===== src/rtl/alu_seq_pkg.sv =====
// Shared op-codes and FSM state encoding for the sequential ALU.
package alu_seq_pkg;

    typedef enum logic [2:0] {
        OP_ADD = 3'b000,
        OP_SUB = 3'b001,
        OP_AND = 3'b010,
        OP_OR  = 3'b011,
        OP_NOT = 3'b100,
        OP_XOR = 3'b101,
        OP_SHL = 3'b110,
        OP_MUL = 3'b111
    } op_e;

    typedef enum logic [1:0] {
        S_IDLE = 2'b00,
        S_BUSY = 2'b01,
        S_DONE = 2'b10
    } state_e;

endpackage


===== src/rtl/alu_seq_mul.sv =====
// Iterative unsigned shift-add multiplier: one partial product per cycle, WIDTH steps.
module alu_seq_mul #(
    parameter int WIDTH = 4
) (
    input  logic                 clk,
    input  logic                 rst,
    input  logic                 start,
    input  logic [WIDTH-1:0]     a,
    input  logic [WIDTH-1:0]     b,
    output logic                 done,
    output logic [2*WIDTH-1:0]   product
);

    localparam int CW = $clog2(WIDTH);

    logic               busy;
    logic [CW-1:0]      cnt;
    logic [2*WIDTH-1:0] mcand;
    logic [2*WIDTH-1:0] acc;
    logic [2*WIDTH-1:0] acc_next;
    logic [WIDTH-1:0]   mplier;

    always_comb begin
        acc_next = acc;
        if (mplier[0])
            acc_next = acc + mcand;
    end

    // The final step's sum is exposed directly so the caller can register it on the done edge.
    assign done    = busy && (cnt == CW'(WIDTH-1));
    assign product = acc_next;

    always_ff @(posedge clk) begin
        if (rst) begin
            busy   <= 1'b0;
            cnt    <= '0;
            mcand  <= '0;
            mplier <= '0;
            acc    <= '0;
        end else if (start) begin
            busy   <= 1'b1;
            cnt    <= '0;
            mcand  <= {{WIDTH{1'b0}}, a};
            mplier <= b;
            acc    <= '0;
        end else if (busy) begin
            acc    <= acc_next;
            mcand  <= mcand << 1;
            mplier <= mplier >> 1;
            cnt    <= cnt + 1'b1;
            if (done)
                busy <= 1'b0;
        end
    end

endmodule


===== src/rtl/alu_seq.sv =====
// Registered ALU with valid/ready handshake, status flags and a multi-cycle multiply.
module alu_seq
    import alu_seq_pkg::*;
#(
    parameter int WIDTH = 4
) (
    input  logic             clk,
    input  logic             rst,
    input  logic             in_valid,
    output logic             in_ready,
    input  logic [WIDTH-1:0] A,
    input  logic [WIDTH-1:0] B,
    input  logic [2:0]       sel,
    output logic             out_valid,
    input  logic             out_ready,
    output logic [WIDTH-1:0] Y,
    output logic [WIDTH-1:0] Y_hi,
    output logic             zero,
    output logic             carry,
    output logic             negative,
    output logic             overflow
);

    localparam int SHW = $clog2(WIDTH);

    state_e             state, state_next;
    logic               accept;
    logic               is_mul;
    logic               mul_done;
    logic [2*WIDTH-1:0] mul_prod;

    logic [WIDTH:0]     sum;
    logic [WIDTH:0]     diff;
    logic [WIDTH-1:0]   res;
    logic               res_carry;
    logic               res_ovf;

    assign is_mul    = (op_e'(sel) == OP_MUL);
    assign in_ready  = (state == S_IDLE) || (state == S_DONE && out_ready);
    assign accept    = in_valid && in_ready;
    assign out_valid = (state == S_DONE);

    alu_seq_mul #(.WIDTH(WIDTH)) u_mul (
        .clk     (clk),
        .rst     (rst),
        .start   (accept && is_mul),
        .a       (A),
        .b       (B),
        .done    (mul_done),
        .product (mul_prod)
    );

    always_ff @(posedge clk) begin
        if (rst)
            state <= S_IDLE;
        else
            state <= state_next;
    end

    always_comb begin
        state_next = state;
        case (state)
            S_IDLE: if (accept) state_next = is_mul ? S_BUSY : S_DONE;
            S_BUSY: if (mul_done) state_next = S_DONE;
            S_DONE: begin
                if (accept)
                    state_next = is_mul ? S_BUSY : S_DONE;
                else if (out_ready)
                    state_next = S_IDLE;
            end
            default: state_next = S_IDLE;
        endcase
    end

    // Single-cycle datapath; borrow falls out of the extended subtraction's top bit.
    always_comb begin
        sum       = {1'b0, A} + {1'b0, B};
        diff      = {1'b0, A} - {1'b0, B};
        res       = '0;
        res_carry = 1'b0;
        res_ovf   = 1'b0;
        case (op_e'(sel))
            OP_ADD: begin
                res       = sum[WIDTH-1:0];
                res_carry = sum[WIDTH];
                res_ovf   = (A[WIDTH-1] == B[WIDTH-1]) && (sum[WIDTH-1] != A[WIDTH-1]);
            end
            OP_SUB: begin
                res       = diff[WIDTH-1:0];
                res_carry = diff[WIDTH];
                res_ovf   = (A[WIDTH-1] != B[WIDTH-1]) && (diff[WIDTH-1] != A[WIDTH-1]);
            end
            OP_AND:  res = A & B;
            OP_OR:   res = A | B;
            OP_NOT:  res = ~A;
            OP_XOR:  res = A ^ B;
            OP_SHL:  res = A << B[SHW-1:0];
            default: res = '0;
        endcase
    end

    always_ff @(posedge clk) begin
        if (rst) begin
            Y        <= '0;
            Y_hi     <= '0;
            zero     <= 1'b0;
            carry    <= 1'b0;
            negative <= 1'b0;
            overflow <= 1'b0;
        end else if (accept && !is_mul) begin
            Y        <= res;
            Y_hi     <= '0;
            zero     <= (res == '0);
            carry    <= res_carry;
            negative <= res[WIDTH-1];
            overflow <= res_ovf;
        end else if (state == S_BUSY && mul_done) begin
            Y        <= mul_prod[WIDTH-1:0];
            Y_hi     <= mul_prod[2*WIDTH-1:WIDTH];
            zero     <= (mul_prod == '0);
            carry    <= |mul_prod[2*WIDTH-1:WIDTH];
            negative <= mul_prod[WIDTH-1];
            overflow <= 1'b0;
        end
    end

endmodule


===== config.mk =====
export PLATFORM = sky130hd
export DESIGN_NAME = alu_seq
export DESIGN_NICKNAME = d
export VERILOG_FILES = /design/src/rtl/alu_seq_pkg.sv /design/src/rtl/alu_seq_mul.sv /design/src/rtl/alu_seq.sv
export SDC_FILE = /design/constraint.sdc
export NUM_CORES = 1
export LEC_CHECK = 0
export ABC_AREA = 1
export BUFFER_PORTS_ARGS = -buffer_cell sky130_fd_sc_hd__buf_2
export CAP_MARGIN = 40
export CORE_ASPECT_RATIO = 1.5
export CORE_MARGIN = 1.5
export CORE_UTILIZATION = 59
export DETAILED_ROUTE_END_ITERATION = 16
export PLACE_DENSITY = 0.89
export SLEW_MARGIN = 30
export SYNTH_ARGS = -nofsm -noshare
export SYNTH_HDL_FRONTEND = slang
export SYNTH_HIERARCHICAL = 1
export SYNTH_SLANG_ARGS = --single-unit

===== constraint.sdc =====
create_clock -name clk -period 2.2 [get_ports clk]
set_input_delay 0 -clock clk [delete_from_list [all_inputs] [get_ports clk]]
set_output_delay 0 -clock clk [all_outputs]
set_load 0.005 [all_outputs]

==> impl_metrics.yaml <==
setup_path:
  reg2reg_depth: 12
  critPathKind: "register to register"
  r2r_start: "u_mul/mcand[3]"
  slowest_delay_ps: 350
  crit_chain: "ha_1 -> or2_1 -> and2_4 -> or2_0 -> nand3_2 -> nand2_1 -> nor2_1 -> nand2_1 -> inv_2 -> o21ai_1 -> a21oi_1 -> nor2_1"
  slowest_stage: "ha_1"
  cp-end-kind: "register"
  cp-start-kind: "register"
  critPathMaxFanout: 4
  worstPathRequired_ps: 2390
  r2r_setup_slack_ps: 110
  r2r_end: "carry"
  arrival_ps: 2280
sta:
  worstMarginPinSlew_ps: 471
  skew_ps: 10.4
  min_period_ps: 2090
  setup_tns_ps: 0
  max_freq_mhz: 478
  slew_viol_final: 0
  fin_ws_ps: 108
  hold_ws_ps: 18.3
  relSlewSlack_pct: 68.6
  finalCritPeriodShare_pct: 95.1
  hold_violations: 0
  setup_viol: 0
synthesis:
  synthSimpleGateAreaFrac_pct: 35.7
  synthXorXnorAreaFrac_pct: 0.640
  syn-num-nets: 452
  async_flop_share_pct: 0
  synth_top_family_by_area: "simple AND/OR/NAND/NOR gates"
  syn_area_sq_um: 2740
  synthDistinctLibCells: 42
  synth-compound-area-share_pct: 13.4
  syn_inst: 413
  synth_mux_area_share_pct: 0
  syn-mean-instance-area_sq_um: 6.63
  synth_edf_count: 0
  seq_area_frac_synth_pct: 26.3
  ys_warn_count: 6
  synthFlopType: "dfxtp_1"
  ys_seq_elements: 36
  synth_adder_area_share_pct: 11.8
route:
  ant_nets: 0
  drtIter0Drc: 161
  num_vias: 2797
  via_per_inst: 5.72
  wl_per_cell_um: 14.0
  drc: 0
  dr.pass1.iters: 5
  finalWirelength_um: 6860
placement:
  port_buffers: 28
  placed_area_sq_um: 2860
  hpwl_um: 5100
  dp_cells: 480
  place_ws_ps: 109
  gp_congestion: 0.977
clock_tree:
  numClockSinks: 36
  htreeDepth: 2
  clk-insertion-delay-late_ps: 290
  cts_buffers: 5
  clock_path_buffers: 2
  post_cts_buffers: 0
  cts-root-buf: "clkbuf_8"
  path_clk_slew_ps: 80
  cts_tree: "yes"
pwr:
  p_sw_share_pct: 29.7
  clkPwrFrac_pct: 34.8
  combPwrFrac_pct: 21.7
  power.switching_uw: 483
  power_density_nw_per_um2: 538
  seqPwrFrac_pct: 43.5
  peakVddDrop_mv: 0.480
  power.leakage_uw: 0.00152
  p_int_uw: 1140
grt:
  grt_overflow: 0
  grt_use_met2_pct: 50.1
  grt_pass1_wl_um: 10900
  busiest_layer: "met2"
  grt_usage_pct: 27.6
  gr-usage-met3_pct: 3.58
  grt_antenna_before_repair: 0
  grt_pass1_vias: 2518
  grt_start_max_net_pins: 20
  met1_usage_pct: 29.9
cells_and_area:
  final_cell_mix: "nand2_1 (106), inv_1 (52), nor2_1 (43)"
  final_area_sq_um: 3020
  area_delta_synth_final_pct: 10.3
  num_antenna_cells: 0
  layout.nets: 479
  nFillCells: 384
  fin_cells: 489
  drive_above_1_share_pct: 15.9
  final_common_cell: "nand2_1"
hold_path:
  hold_class: "input pin to register"
  hp-start: "B[3]"
  hold_end: "u_mul/mplier[3]"
  hold_depth: 3
die:
  dieArea_sq_um: 5070
  design.portCount: 29
  initial_core_util_pct: 60.8
  rows: 30
  core_sq_um: 4500
  die_h_um: 86.4
  fp.dieW_um: 58.6
run:
  max_cap_viol_count: 0
status:
  outcome: "finished, final reports clean"
[routing by layer]
metal  vias up  routed length [um]
met2       101                3660
met4         0                 325
met5         -                   0
met3        29                 285
met1      1286                2590
li1       1381                   -
[flip-flops by register name, summed over array words and instances (netlist names)]
name	cells
Y	4
carry	1
Y_hi	4
zero	1
u_mul/mplier	4
state	2
u_mul/acc	8
overflow	1
u_mul/mcand	8
u_mul/busy	1
u_mul/cnt	2
[cells in the mapped netlist (2+ instances only)]
cell | n | area share [%]
nand3_2 | 4 | 1.5
inv_2 | 6 | 0.82
xnor2_1 | 2 | 0.64
buf_6 | 4 | 1.6
or2_1 | 2 | 0.46
dfxtp_1 | 36 | 26
nor3_1 | 3 | 0.55
ha_1 | 21 | 9.6
buf_2 | 2 | 0.37
fa_1 | 3 | 2.2
a211oi_1 | 2 | 0.55
nand4_1 | 6 | 1.4
nand2_2 | 2 | 0.46
nand3b_1 | 2 | 0.55
o21ai_0 | 23 | 4.2
o21ai_1 | 2 | 0.37
inv_1 | 54 | 7.4
nand2_1 | 108 | 15
nand3_1 | 32 | 5.8
nor2_1 | 43 | 5.9
a31oi_1 | 5 | 1.1
clkbuf_8 | 2 | 1.0
nor3_4 | 3 | 1.8
a21oi_1 | 26 | 4.8
o221ai_1 | 3 | 0.96
[repair_timing]
action                                  in CTS  in global routing
hold buffers                                 1                  0
gates resized for setup                      0                 12
endpoints found under the hold margin        2                  0
endpoints found under the setup margin       0                  2
[cell families after synthesis]
family,count (synthesis)
xor gates and xnor gates,2
AOI/OAI and AO/OA,66
and+or+nand+nor,213
buffers and inverters,72
DFF,36
adders and majority gates,24
[cell type report]
cell class | count | area, sq um | share of cell area [%]
clock buffer | 6 | 72.6 | 2.40
multi-input combinational | 305 | 1730 | 57.3
timing repair buffer | 31 | 165 | 5.47
sequential | 36 | 723 | 24.0
clock inverter | 2 | 35.0 | 1.16
inverter | 61 | 234 | 7.75
tap | 48 | 60.1 | 1.99
[worst max path at each step]
stage | from | endpoint | slack [ps] | cells after the start
final | u_mul/mcand[3] | carry | 110 | 12
after global routing | u_mul/mcand[3] | carry | -0.7 | 12
after detailed placement | u_mul/mcand[0] | zero | 110 | 15
after floorplan | u_mul/mcand[0] | zero | 280 | 15
after global placement | u_mul/mcand[0] | zero | 180 | 15
after CTS | u_mul/mcand[0] | carry | 100 | 17
[power groups by stage]
stage	Sequential [uW]	Clock (uW)	Combinational, uW
after CTS	703	575	341
after global routing	709	599	398
after floorplan	712	0	251
after detailed placement	718	0	337
after global placement	717	0	328
final	706	565	353
[metrics by stage]
| stage | utilization (%) | total power, uW |
|---|---|---|
| floorplan | - | 963 |
| global route | 67.0 | 1710 |
| global placement | 63.4 | 1040 |
| finish | 67.0 | 1620 |
| CTS | 66.0 | 1620 |
| detailed placement | 63.4 | 1050 |
[critical path: cells and delay by family (launching register included)]
kind            cells  cell delay, ps
simple gates        8            1030
fa+ha+maj           1             350
flops               1             330
compound gates      2             210
buf+inv             1              60
(Power assumes the default switching activity.)
